--- config.mk ---
export PLATFORM = sky130hd
export DESIGN_NAME = usbf_desc_seq
export DESIGN_NICKNAME = d
export VERILOG_FILES = /design/src/rtl/usbf_desc_seq_pkg.sv /design/src/rtl/usbf_desc_pktcnt.sv /design/src/rtl/usbf_desc_seq.sv
export SDC_FILE = /design/constraint.sdc
export NUM_CORES = 1
export LEC_CHECK = 0
export BUFFER_PORTS_ARGS = -buffer_cell sky130_fd_sc_hd__buf_2
export CAP_MARGIN = 20
export CORE_ASPECT_RATIO = 0.75
export CORE_UTILIZATION = 54
export CTS_BUF_LIST = sky130_fd_sc_hd__clkbuf_4 sky130_fd_sc_hd__clkbuf_8
export CTS_CLUSTER_SIZE = 25
export DETAILED_ROUTE_END_ITERATION = 10
export GPL_TIMING_DRIVEN = 0
export PLACE_DENSITY = 0.79
export SYNTH_ARGS = -nofsm -noshare
export SYNTH_HDL_FRONTEND = slang
export SYNTH_SLANG_ARGS = --single-unit
--- constraint.sdc ---
create_clock -name clk_i -period 2.98 [get_ports clk_i]
set_input_delay 0.149 -clock clk_i [delete_from_list [all_inputs] [get_ports clk_i]]
set_output_delay 0.149 -clock clk_i [all_outputs]
set_load 0.05 [all_outputs]
--- src/rtl/usbf_desc_seq_pkg.sv ---
// Shared types and constants for the EP0 descriptor read sequencer.
package usbf_desc_seq_pkg;

    typedef enum logic [2:0] {
        IDLE     = 3'd0,
        HDR_RD   = 3'd1,
        HDR_WAIT = 3'd2,
        STREAM   = 3'd3,
        LOAD     = 3'd4,
        DONE     = 3'd5
    } desc_state_e;

    localparam logic LEN_SRC_BLEN = 1'b0;
    localparam logic LEN_SRC_WTOT = 1'b1;

    function automatic logic [15:0] min16(input logic [15:0] a, input logic [15:0] b);
        return (a < b) ? a : b;
    endfunction

endpackage

--- src/rtl/usbf_desc_pktcnt.sv ---
// Byte and packet counters for the descriptor stream; flags packet ends,
// the final byte and whether the transfer ended on a full packet (ZLP due).
module usbf_desc_pktcnt (
    input  logic        clk_i,
    input  logic        rst_i,
    input  logic        clr_i,
    input  logic        load_i,
    input  logic [15:0] xfer_len_i,
    input  logic [15:0] wlength_i,
    input  logic [6:0]  max_pkt_i,
    input  logic        acc_i,
    output logic        pkt_end_o,
    output logic        last_o,
    output logic        zlp_due_o
);

    logic [15:0] sent_cnt_q;
    logic [6:0]  pkt_cnt_q;
    logic [15:0] xfer_len_q;
    logic        full_q;
    logic        pkt_full;

    assign pkt_full  = (pkt_cnt_q == (max_pkt_i - 7'd1));
    assign last_o    = (sent_cnt_q == (xfer_len_q - 16'd1));
    assign pkt_end_o = pkt_full || last_o;
    // Every packet but the last is full, so "last packet full" == length is a multiple of max_pkt.
    assign zlp_due_o = full_q && (xfer_len_q < wlength_i);

    always_ff @(posedge clk_i or negedge rst_i) begin
        if (!rst_i) begin
            sent_cnt_q <= '0;
            pkt_cnt_q  <= '0;
            xfer_len_q <= '0;
            full_q     <= 1'b0;
        end else if (clr_i) begin
            sent_cnt_q <= '0;
            pkt_cnt_q  <= '0;
            xfer_len_q <= '0;
            full_q     <= 1'b0;
        end else if (load_i) begin
            sent_cnt_q <= '0;
            pkt_cnt_q  <= '0;
            xfer_len_q <= xfer_len_i;
            full_q     <= 1'b0;
        end else if (acc_i) begin
            sent_cnt_q <= sent_cnt_q + 16'd1;
            pkt_cnt_q  <= pkt_end_o ? 7'd0 : (pkt_cnt_q + 7'd1);
            if (last_o) begin
                full_q <= pkt_full;
            end
        end
    end

endmodule

--- src/rtl/usbf_desc_seq.sv ---
// EP0 descriptor read sequencer: reads descriptor words from ROM and streams
// them as bytes, truncated to wLength and split into max-packet chunks.
//
//   state    | meaning
//   IDLE     | waiting for start_i
//   HDR_RD   | issue ROM read of word 0
//   HDR_WAIT | word 0 on rom_data_i; compute transfer length
//   STREAM   | present bytes of word_q on the handshake
//   LOAD     | capture next ROM word (one bubble per word)
//   DONE     | done_o pulse, optional zlp_o
module usbf_desc_seq
    import usbf_desc_seq_pkg::*;
#(
    parameter int USBF_SSRAM_HADR = 14
) (
    input  logic                     clk_i,
    input  logic                     rst_i,
    input  logic                     start_i,
    input  logic [USBF_SSRAM_HADR:0] base_addr_i,
    input  logic                     len_src_i,
    input  logic [15:0]              wlength_i,
    input  logic [6:0]               max_pkt_i,
    input  logic                     abort_i,
    output logic [USBF_SSRAM_HADR:0] rom_addr_o,
    output logic                     rom_re_o,
    input  logic [31:0]              rom_data_i,
    output logic [7:0]               byte_o,
    output logic                     byte_vld_o,
    input  logic                     byte_rdy_i,
    output logic                     pkt_end_o,
    output logic                     zlp_o,
    output logic                     busy_o,
    output logic                     done_o
);

    localparam int AW = USBF_SSRAM_HADR + 1;

    desc_state_e   state_q, state_d;
    logic [AW-1:0] addr_q;
    logic [31:0]   word_q;
    logic [1:0]    idx_q;
    logic          len_src_q;
    logic [15:0]   wlength_q;
    logic [6:0]    max_pkt_q;

    logic [15:0]   desc_len;
    logic [15:0]   xfer_len_d;
    logic          start_acc;
    logic          hdr_load;
    logic          accept;
    logic          cnt_clr;
    logic          pkt_end;
    logic          last_byte;
    logic          zlp_due;

    assign desc_len   = (len_src_q == LEN_SRC_WTOT) ? rom_data_i[31:16] : {8'h00, rom_data_i[7:0]};
    assign xfer_len_d = min16(desc_len, wlength_q);
    assign cnt_clr    = start_acc || (abort_i && (state_q != IDLE));

    always_comb begin
        state_d    = state_q;
        rom_re_o   = 1'b0;
        rom_addr_o = '0;
        byte_vld_o = 1'b0;
        byte_o     = 8'h00;
        pkt_end_o  = 1'b0;
        zlp_o      = 1'b0;
        done_o     = 1'b0;
        busy_o     = (state_q != IDLE);
        start_acc  = 1'b0;
        hdr_load   = 1'b0;
        accept     = 1'b0;
        case (state_q)
            IDLE: begin
                if (start_i && !abort_i) begin
                    start_acc = 1'b1;
                    state_d   = HDR_RD;
                end
            end
            HDR_RD: begin
                rom_re_o   = 1'b1;
                rom_addr_o = addr_q;
                state_d    = HDR_WAIT;
            end
            HDR_WAIT: begin
                hdr_load = 1'b1;
                if (xfer_len_d == 16'd0) begin
                    zlp_o   = 1'b1;
                    state_d = DONE;
                end else begin
                    state_d = STREAM;
                end
            end
            STREAM: begin
                byte_vld_o = 1'b1;
                byte_o     = word_q[{idx_q, 3'b000} +: 8];
                pkt_end_o  = pkt_end;
                if (byte_rdy_i) begin
                    accept = 1'b1;
                    if (last_byte) begin
                        state_d = DONE;
                    end else if (idx_q == 2'd3) begin
                        rom_re_o   = 1'b1;
                        rom_addr_o = addr_q + AW'(1);
                        state_d    = LOAD;
                    end
                end
            end
            LOAD: begin
                state_d = STREAM;
            end
            DONE: begin
                done_o  = 1'b1;
                zlp_o   = zlp_due;
                state_d = IDLE;
            end
            default: begin
                state_d = IDLE;
            end
        endcase
        // Abort cancels everything this cycle; any ROM data already in flight is ignored.
        if (abort_i && (state_q != IDLE)) begin
            state_d    = IDLE;
            rom_re_o   = 1'b0;
            rom_addr_o = '0;
            zlp_o      = 1'b0;
            done_o     = 1'b0;
            hdr_load   = 1'b0;
            accept     = 1'b0;
        end
    end

    always_ff @(posedge clk_i or negedge rst_i) begin
        if (!rst_i) begin
            state_q   <= IDLE;
            addr_q    <= '0;
            word_q    <= '0;
            idx_q     <= '0;
            len_src_q <= 1'b0;
            wlength_q <= '0;
            max_pkt_q <= '0;
        end else begin
            state_q <= state_d;
            if (start_acc) begin
                addr_q    <= base_addr_i;
                len_src_q <= len_src_i;
                wlength_q <= wlength_i;
                max_pkt_q <= max_pkt_i;
                idx_q     <= '0;
            end
            if (abort_i && (state_q != IDLE)) begin
                idx_q <= '0;
            end else if (hdr_load) begin
                word_q <= rom_data_i;
                idx_q  <= '0;
            end else if (state_q == LOAD) begin
                word_q <= rom_data_i;
                addr_q <= addr_q + AW'(1);
                idx_q  <= '0;
            end else if (accept) begin
                idx_q <= idx_q + 2'd1;
            end
        end
    end

    usbf_desc_pktcnt u_pktcnt (
        .clk_i      (clk_i),
        .rst_i      (rst_i),
        .clr_i      (cnt_clr),
        .load_i     (hdr_load),
        .xfer_len_i (xfer_len_d),
        .wlength_i  (wlength_q),
        .max_pkt_i  (max_pkt_q),
        .acc_i      (accept),
        .pkt_end_o  (pkt_end),
        .last_o     (last_byte),
        .zlp_due_o  (zlp_due)
    );

endmodule

==> run metrics, run 1 <==
Congestion Overflow GR=0; WHS Path Cells=3; Crit path required time=2.83 ns; worst skew pair latency=0.46 ns; worst reg2reg endpoint=u_pktcnt.pkt_cnt_q[4]; Yosys reg bits=116; HP Start=base_addr_i[14]; Avg Inst Size Synth=9.28 sq um; clock buffer count from CTS=17; DP HPWL=15300 microns; post-route ant nets=0; reg2reg start=u_pktcnt.xfer_len_q[0]; clock-pin slew on the worst setup and hold paths=approximately 0.08 ns; io pins=105; Die Y=104 microns; die area=14300 sq um; Final Critical Period=just under 4 ns; Root Buffer=clkbuf_8; flop2flop setup slack=-0.23 ns; static leakage=0.00460 uW; Core Area=13200 sq um; Tot Pwr=~9000 uW; Worst Path Arrival=3.74 ns; Synth cell types=58; Syn Nets=914; class of the most critical setup path=flop to primary output; DP Worst Slack=-0.604 ns; max_cap viols=0; endpoint class of the critical path=primary output; startpoint types=flop; post-synthesis sequential area ratio=39.0%; Sinks on Clock Net=~120; drc violations=1; DR vias=7851; crit-path max FO=6; setup ws final=-0.909 ns; Wirelength per Cell=22.4 microns; number of synthesized flops with an enable pin=0; R2R depth=11; Main synth FF type=dfrtp_1; Die W=138 microns; met2 usage in global routing=57.0%; Tcrit/Tclk final=130%; first-pass GRT wire length=slightly above 40000 microns; Layout area overhead=36.9%; status=finished, violations left; failing checks=design-rule violations, negative setup slack; initial core utilization=56.4%; Final Hold Fails=0; Peak VDD IR=0.548 mV; Setup Skew=about 0.014 ns; Avg Vias per Cell=6.50; H-tree depth=4; RSZ-0062 raised after global routing=true; CTS tree=built; gr busiest metal=met2; cell area after synthesis=7440 sq um; PortBufs=104; setup violators final=43; wirelength, routed=approximately 27000 microns; NumNets Final=1135; slew margin rel.=41.4%; First DRT Iteration DRCs=1075; diode count=0; min-delay worst type=input port to flop; vias in the first global route=7785; Yosys Warn Count=0; WHS=approximately 0.029 ns; met3 GRT Util=12.5%; Power Dens Cells=885 nW/um^2; layout cells sized above 1=29.6%; RD Place Congestion=roughly 0.90; row count=36; worst slew pin tran=roughly 0.88 ns; GR Util met1=around 50%; drt pass-1 iters=9; ys async rst share=100%; pin count of the biggest net entering global routing=96; initial antenna violation count=0; WHS Endpoint=addr_q[14]; maximum operating frequency=between 200 and 300 MHz; Tot GR Track Use=38.6%; Cells after Synth=802; Max Slew Vio Count=0; clock buffer depth=2
worst max path at each step:
| stage | to | depth (start not counted) | start |
|---|---|---|---|
| 6_report | rom_addr_o[5] | 11 | u_pktcnt.xfer_len_q[0] |
| 5_1_grt | rom_addr_o[5] | 11 | u_pktcnt.xfer_len_q[0] |
| 4_1_cts | rom_addr_o[10] | 12 | u_pktcnt.xfer_len_q[1] |
| 3_5_place_dp | u_pktcnt.xfer_len_q[9] | 13 | len_src_q |
| 3_3_place_gp | u_pktcnt.xfer_len_q[1] | 13 | len_src_q |
| 2_1_floorplan | rom_addr_o[10] | 11 | u_pktcnt.xfer_len_q[0] |
synthesized netlist by cell type, types with 7 or more instances:
cell        n  area share, %
inv_1      25            1.3
nand2_1    90            4.5
mux2i_1    18            2.4
xnor2_1    18            2.1
o221a_2     9            1.4
clkbuf_1   31            1.6
nand2b_1    7           0.59
mux4_2      8            2.4
nor2b_1     7           0.59
nand4_1    11           0.92
nor4_1     10           0.84
and3_1     24            2.0
a21o_1     22            2.2
nor2_1     43            2.2
mux2_2     40            6.1
o22ai_1    21            1.8
xor2_1     20            2.4
nor3_1     22            1.5
o21ai_0    52            3.5
dfrtp_1   116             39
nand3_1    37            2.5
a21oi_1    42            2.8
and2_1     11           0.92
ha_1       36            6.1
or2_2       9           0.76
per-stage QoR:
stage	TNS, ns	std cells	utilization (%)	instance area (sq um)
CTS	-16.83	1205	76.2	10100
floorplan	-0.492	802	-	7550
detailed placement	-15.03	1078	63.0	8320
global placement	-12.37	1077	62.8	8280
global route	-19.42	1207	77.2	10200
finish	-17.06	1207	77.2	10200
cell usage in the layout, fill, tap and decap left out, types with 6 or more instances in the layout:
cell and n:
o221a_2 9, nor3_1 21, nor2_1 42, clkbuf_8 19, mux4_2 8, dlygate4sd3_1 71
xor2_1 20, nand2_1 90, o21ai_1 13, and2_1 10, mux2_4 6, nor2b_1 6
nand2b_1 6, buf_2 88, a21o_2 9, buf_6 20, a21o_1 9, xnor2_1 18
or3_1 6, inv_1 23, nor4_1 8, dfrtp_1 114, o21ai_0 36, buf_8 8
mux2i_1 11, a21oi_1 34, ha_4 7, buf_4 20, nand4_1 11, o22ai_1 18
ha_1 29, or2_2 9, mux2_2 34, and3_1 23, clkbuf_1 27, nand3_1 37
critical path: stages (launching register included):
cell and delay, ns:
dfrtp_2 0.43, buf_4 0.17, nor4_2 0.38, nand4_1 0.25, and2_1 0.24, or4_1 0.46, o211a_1 0.28, o2111ai_4 0.39
buf_6 0.18, o22ai_1 0.09, a21o_2 0.25, buf_6 0.15
routing by layer:
metal  share of wire (%)  vias up
li1                    -     3371
met4                 4.9        0
met2                  45      617
met5                   0        -
met1                  39     3708
met3                  12      155
registers in the layout (all words and copies together), names as in the netlist, 2 cells and up:
register and count:
u_pktcnt.pkt_cnt_q 7, wlength_q 16, addr_q 15, u_pktcnt.sent_cnt_q 16, max_pkt_q 7, word_q 32, state_q 3, u_pktcnt.xfer_len_q 16
idx_q 2
report_power, final:
group | switching (uW) | internal (uW) | leakage [uW]
clock network | 756 | 856 | 0.000202
registers | 628 | 2100 | 0.00146
logic | 2510 | 2160 | 0.00295
total | 3890 | 5120 | 0.00460
cell type report:
| class | count | area [sq um] |
|---|---|---|
| inverters | 25 | 93.8 |
| well taps | 171 | 214 |
| clock buffers | 18 | 248 |
| flip-flops and latches | 116 | 2910 |
| plain buffers | 42 | 224 |
| clock inverters | 14 | 178 |
| repair buffers | 203 | 1660 |
| fillers | 812 | 3010 |
| multi-input cells | 618 | 4670 |
kinds of logic after synthesis:
logic type | share of synthesized area (%)
buffers and inverters | 3.77
adders and majority gates | 6.05
muxes | 11.0
DFF | 39.0
AOI/OAI and AO/OA | 15.1
xor gates and xnor gates | 4.47
and+or+nand+nor | 20.5
repair_timing:
item | in CTS | in global routing
gates cloned | 3 | 0
setup buffers | 21 | 5
hold buffers | 71 | 0
pin swaps | 11 | 13
resized for setup | 108 | 33
endpoints found under the setup margin | 45 | 55
endpoints found under the hold margin | 186 | 0
Power figures use the tool's default switching activity.
==> run 2: changes to the inputs <==
--- a/config.mk
+++ b/config.mk
@@ -8,12 +8,13 @@
 export BUFFER_PORTS_ARGS = -buffer_cell sky130_fd_sc_hd__buf_2
 export CAP_MARGIN = 20
 export CORE_ASPECT_RATIO = 0.75
-export CORE_UTILIZATION = 54
+export CORE_UTILIZATION = 60
 export CTS_BUF_LIST = sky130_fd_sc_hd__clkbuf_4 sky130_fd_sc_hd__clkbuf_8
 export CTS_CLUSTER_SIZE = 25
 export DETAILED_ROUTE_END_ITERATION = 10
 export GPL_TIMING_DRIVEN = 0
-export PLACE_DENSITY = 0.79
+export PLACE_DENSITY = 0.83
+export RECOVER_POWER = 25
 export SYNTH_ARGS = -nofsm -noshare
 export SYNTH_HDL_FRONTEND = slang
 export SYNTH_SLANG_ARGS = --single-unit
==> constraint.sdc (replaced) <==
create_clock -name clk_i -period 3.9 [get_ports clk_i]
set_input_delay 0.195 -clock clk_i [delete_from_list [all_inputs] [get_ports clk_i]]
set_output_delay 0.195 -clock clk_i [all_outputs]
set_load 0.05 [all_outputs]
==> run metrics, run 2 (same netlist as run 1, synthesis figures left out) <==
status=finished, violations left; failing checks=max-capacitance violations, max-slew violations, negative setup slack; Die W=131 microns; class of the most critical setup path=flop to primary output; cell family with most CP delay=compound AO/OA/AOI/OAI gates; setup violators final=1; static leakage=0.00435 uW; row count=34; WHS=between 0.004 and 0.005 ns; worst skew pair latency=0.47 ns; utilization after layout=77.8%; max reg flops=32; Tcrit/Tclk final=101%; setup ws final=-0.0317 ns; Max Slew Vio Count=52; die area=12900 sq um; drt pass-1 iters=7; Crit path required time=between 3 and 4 ns; Crit path depth=12; Root Buffer=clkbuf_8; Peak VDD IR=approximately 0.36 mV; PortBufs=104; reg2reg start=len_src_q; CP bufs+invs=3; CTS tree=built; Worst Path Arrival=3.74 ns; post-route ant nets=0; R2R depth=12; First DRT Iteration DRCs=853; diode count=0; commonest cells after routing, fill and taps aside=dfrtp_1, buf_2, nand2_1; maximum operating frequency=254 MHz; first-pass GRT wire length=36900 microns; vias in the first global route=7136; DP HPWL=15000 microns; Wirelength per Cell=20.3 microns; slew margin rel.=-102%; Avg Vias per Cell=~6.4; WHS Path Cells=2; crit-path max FO=10; most used cell, CP=a21oi_1; Congestion Overflow GR=0; pin count of the biggest net entering global routing=66; Multi-input gate area=4310 sq um; layout cells sized above 1=23.7%; worst slew pin tran=between 3 and 4 ns; Final Critical Period=between 3 and 4 ns; min-delay worst type=input port to flop; Max stage delay on crit path=just over 0.5 ns; endpoint class of the critical path=primary output; Tot GR Track Use=38.1%; Tot Pwr=6180 uW; max_cap viols=1; drc violations=0; Layout area overhead=23.6%; Worst Setup SP=len_src_q; initial antenna violation count=0; DR vias=about 7400; commonest non-fill, non-tap cell in the layout=dfrtp_1; NumNets Final=approximately 1100; RD Place Congestion=0.889; fill count=770; clock-pin slew on the worst setup and hold paths=0.09 ns; initial core utilization=62.9%; worst reg2reg endpoint=u_pktcnt.xfer_len_q[1]; Die Y=98.4 microns; H-tree depth=4; flip-flop and latch area=between 2000 and 3000 sq um; Slowest-stage cell, CP=dfrtp_2; Setup Skew=0.0219 ns; clock buffer depth=2; io pins=105; wirelength, routed=23400 microns; Final Hold Fails=0; CP Cell Sequence=clkbuf_2, and2_1, ha_1, a21o_1, a21oi_1, o2111ai_1, a21bo_2, a21oi_1, buf_2, o21a_1, o22ai_1, clkbuf_4; Core Area=roughly 12000 sq um; Power Dens Cells=671 nW/um^2; worst setup path endpoint=zlp_o; clock buffer count from CTS=17; Fin Setup TNS=-0.0317 ns; flop2flop setup slack=0.26 ns; Sinks on Clock Net=~120; Top reg by flops=word_q; startpoint types=flop
[run 2: cell count changes in the layout (fill, tap and decap cells not counted), sizes merged]
cell         before  now
clkbuf           48   51
inv              27   26
clkinvlp          4    3
buf             144  123
dlygate4sd3      71   46
[run 2: what timing repair did]
item                                    CTS  global route
buffers inserted                          3             4
pin swaps                                 2             5
endpoints found under the setup margin   16            17
gates resized for setup                  17            10
hold buffers                             45             1
cloned                                    1             0
endpoints found under the hold margin    95             1
[run 2: metrics by stage]
stage | instances | cell area (sq um) | worst slack, ns
5_1_grt | 1153 | 9200 | -0.0153
4_1_cts | 1148 | 9140 | 0.0500
3_3_place_gp | 1068 | 8160 | 0.275
3_5_place_dp | 1069 | 8200 | 0.201
2_1_floorplan | 802 | 7440 | 0.286
6_report | 1153 | 9200 | -0.0317
[run 2: report_power, final]
part | leakage, uW | total [uW] | internal (uW) | switching (uW)
Sequential | 0.00146 | 2060 | 1610 | 452
Clock | 0.000199 | 1190 | 643 | 551
Combinational | 0.00270 | 2920 | 1290 | 1630
[run 2: cell type report]
cell class,instances,share of cell area (%)
Clock buffer,19,2.71
Tap cell,162,2.20
Multi-Input combinational cell,618,46.8
Clock inverter,12,1.71
Timing Repair Buffer,159,11.9
Buffer,42,2.04
Sequential cell,116,31.6
Inverter,25,1.02
[run 2: how the worst min path moves through the flow]
stage / startpoint / slack, ns / endpoint
after floorplan: rst_i / -0.10 / addr_q[0]
final: base_addr_i[10] / 0.005 / addr_q[10]
after global placement: max_pkt_i[5] / 0.39 / max_pkt_q[5]
after global routing: rom_data_i[23] / 0.008 / word_q[23]
after CTS: rom_data_i[19] / 0.0006 / word_q[19]
after detailed placement: rst_i / 0.17 / word_q[10]
[run 2: routing by layer]
metal	global-route usage [%]	part of all wire [%]	vias to the layer above
li1	-	-	3271
met1	52.2	41	3531
met2	55.2	44	498
met3	9.93	11	127
met4	21.0	5.1	0
met5	0	0	-
==> run 3: changes to the inputs <==
--- a/config.mk
+++ b/config.mk
@@ -8,12 +8,12 @@
 export BUFFER_PORTS_ARGS = -buffer_cell sky130_fd_sc_hd__buf_2
 export CAP_MARGIN = 20
 export CORE_ASPECT_RATIO = 0.75
-export CORE_UTILIZATION = 60
+export CORE_UTILIZATION = 65
 export CTS_BUF_LIST = sky130_fd_sc_hd__clkbuf_4 sky130_fd_sc_hd__clkbuf_8
 export CTS_CLUSTER_SIZE = 25
 export DETAILED_ROUTE_END_ITERATION = 10
 export GPL_TIMING_DRIVEN = 0
-export PLACE_DENSITY = 0.83
+export PLACE_DENSITY = 0.89
 export RECOVER_POWER = 25
 export SYNTH_ARGS = -nofsm -noshare
 export SYNTH_HDL_FRONTEND = slang
==> constraint.sdc (replaced) <==
create_clock -name clk_i -period 4.7 [get_ports clk_i]
set_input_delay 0.235 -clock clk_i [delete_from_list [all_inputs] [get_ports clk_i]]
set_output_delay 0.235 -clock clk_i [all_outputs]
set_load 0.05 [all_outputs]
==> run metrics, run 3 (same netlist as run 1, synthesis figures left out) <==
status=finished, violations left; failing checks=design-rule violations, max-capacitance violations, max-slew violations; worst slew pin tran=2.86 ns; class of the most critical setup path=flop to primary output; Tot Pwr=4890 uW; DP HPWL=14900 microns; final instance area=8870 sq um; Congestion Overflow GR=0; Crit path required time=4.47 ns; Die Y=~95 microns; CTS tree=built; Tcrit/Tclk final=92.5%; pin count of the biggest net entering global routing=68; commonest non-fill, non-tap cell in the layout=dfrtp_1; RSZ-0062 raised after global routing=false; clock buffer depth=2; Clk pwr share=about a fifth; initial core utilization=67.5%; vias in the first global route=approximately 7000; Sw Share=43.7%; startpoint types=flop; First DRT Iteration DRCs=around 700; Max Slew Vio Count=50; RD Place Congestion=0.920; max reg flops=32; worst skew pair latency=0.48 ns; first-pass GRT wire length=34300 microns; Avg Vias per Cell=between 6 and 7; setup violators final=0; Sinks on Clock Net=116; Setup Skew=~0.016 ns; Fin Setup TNS=0 ns; post-route ant nets=0; commonest cells after routing, fill and taps aside=dfrtp_1, buf_2, nand2_1; cell internal pwr=approximately 2800 uW; NumNets Final=approximately 1100; H-tree depth=4; clock buffer count from CTS=17; PortBufs=104; Wirelength per Cell=19.5 microns; CP bufs+invs=3; clock-pin slew on the worst setup and hold paths=approximately 0.080 ns; endpoint class of the critical path=primary output; diode count=0; Logic pwr share=about 46%; drc violations=2; drt pass-1 iters=8; initial antenna violation count=0; Slowest-stage cell, CP=clkbuf_1; NetSw=2140 uW; Power Dens Cells=552 nW/um^2; io pins=105; Worst Path Arrival=4.11 ns; Top reg by flops=word_q; Root Buffer=clkbuf_8; CP Cell Sequence=clkbuf_1, clkbuf_1, and2_1, ha_1, a21o_1, a21oi_1, o2111ai_1, a21bo_2, a211o_1, o21a_1, o22ai_1, buf_2; crit-path max FO=10; Layout area overhead=19.2%; min-delay worst type=input port to flop; slew margin rel.=-90.5%; max_cap viols=1; Core Area=11000 sq um; Die W=126 microns; cell family with most CP delay=compound AO/OA/AOI/OAI gates; DR vias=7146; Tot GR Track Use=37.9%; maximum operating frequency=230 MHz; die area=between 10000 and 15000 sq um; wirelength, routed=21700 microns; Reg power frac=34.8%; Final Hold Fails=0; WHS=between 0.003 and 0.004 ns; static leakage=0.00425 uW; row count=33; Max stage delay on crit path=0.47 ns; Final Critical Period=4.35 ns; placed inst area=about 8200 sq um; Peak VDD IR=roughly 0.38 mV; most used cell, CP=clkbuf_1; layout cells sized above 1=22.3%
-- run 3: final cells by class --
type | count | area, sq um
tap | 140 | 175
inverter | 25 | 93.8
timing repair buffer | 136 | 857
sequential | 116 | 2900
buffer | 43 | 186
multi-input combinational | 618 | 4260
clock buffer | 17 | 234
clock inverter | 15 | 159
fill | 696 | 2160
-- run 3: metal layers --
metal  routed length [microns]  vias up  track usage, %
met4                       774        0            16.1
met2                      9720      430            59.3
li1                          -     3236               -
met1                      8900     3401            48.3
met5                         0        -               0
met3                      2300       79            13.3
-- run 3: stage by stage --
step / setup slack [ns] / instances / utilization, %
floorplan: 1.05 / 802 / -
global placement: 1.03 / 1046 / 73.8
detailed placement: 0.985 / 1047 / 74.1
CTS: 0.495 / 1109 / 80.4
global route: 0.153 / 1110 / 80.4
finish: 0.354 / 1110 / 80.4
-- run 3: what timing repair did --
item                                   in CTS  in global routing
hold buffers                               30                  1
gates resized for setup                     0                  0
setup endpoints to repair                   0                  0
endpoints found under the hold margin      78                  1
setup buffers                               0                  0
-- run 3: power by group through the flow --
stage | combinational [uW] | sequential (uW) | clock [uW]
final | 2240 | 1700 | 951
after floorplan | 1660 | 1570 | 0
after detailed placement | 2120 | 1680 | 0
after global placement | 2040 | 1650 | 0
after CTS | 2160 | 1670 | 946
after global routing | 2430 | 1730 | 997
-- run 3: worst reg2reg max path, cell delays in order (launching register included) --
cell	delay, ns
dfrtp_1	0.32
clkbuf_1	0.47
clkbuf_1	0.35
and2_1	0.30
ha_1	0.29
a21o_1	0.18
a21oi_1	0.26
o2111ai_1	0.17
a21bo_2	0.24
a21oi_1	0.14
buf_2	0.27
buf_2	0.38
mux2i_1	0.25
o21ai_0	0.11
-- run 3: path summary, 6_finish.rpt --
| check | startpoint | end | slack (ns) | cells after the start |
|---|---|---|---|---|
| setup / recovery | len_src_q | zlp_o | 0.35 | 12 |
| hold / removal | base_addr_i[0] | addr_q[0] | 0.003 | 2 |
| setup reg to reg | len_src_q | u_pktcnt.xfer_len_q[11] | 0.82 | 13 |
| hold reg to reg | max_pkt_q[6] | max_pkt_q[6] | 0.52 | 2 |
| max in group asynchronous | rst_i | addr_q[12] | 1.87 | 2 |
| min in group asynchronous | rst_i | wlength_q[8] | 1.21 | 2 |
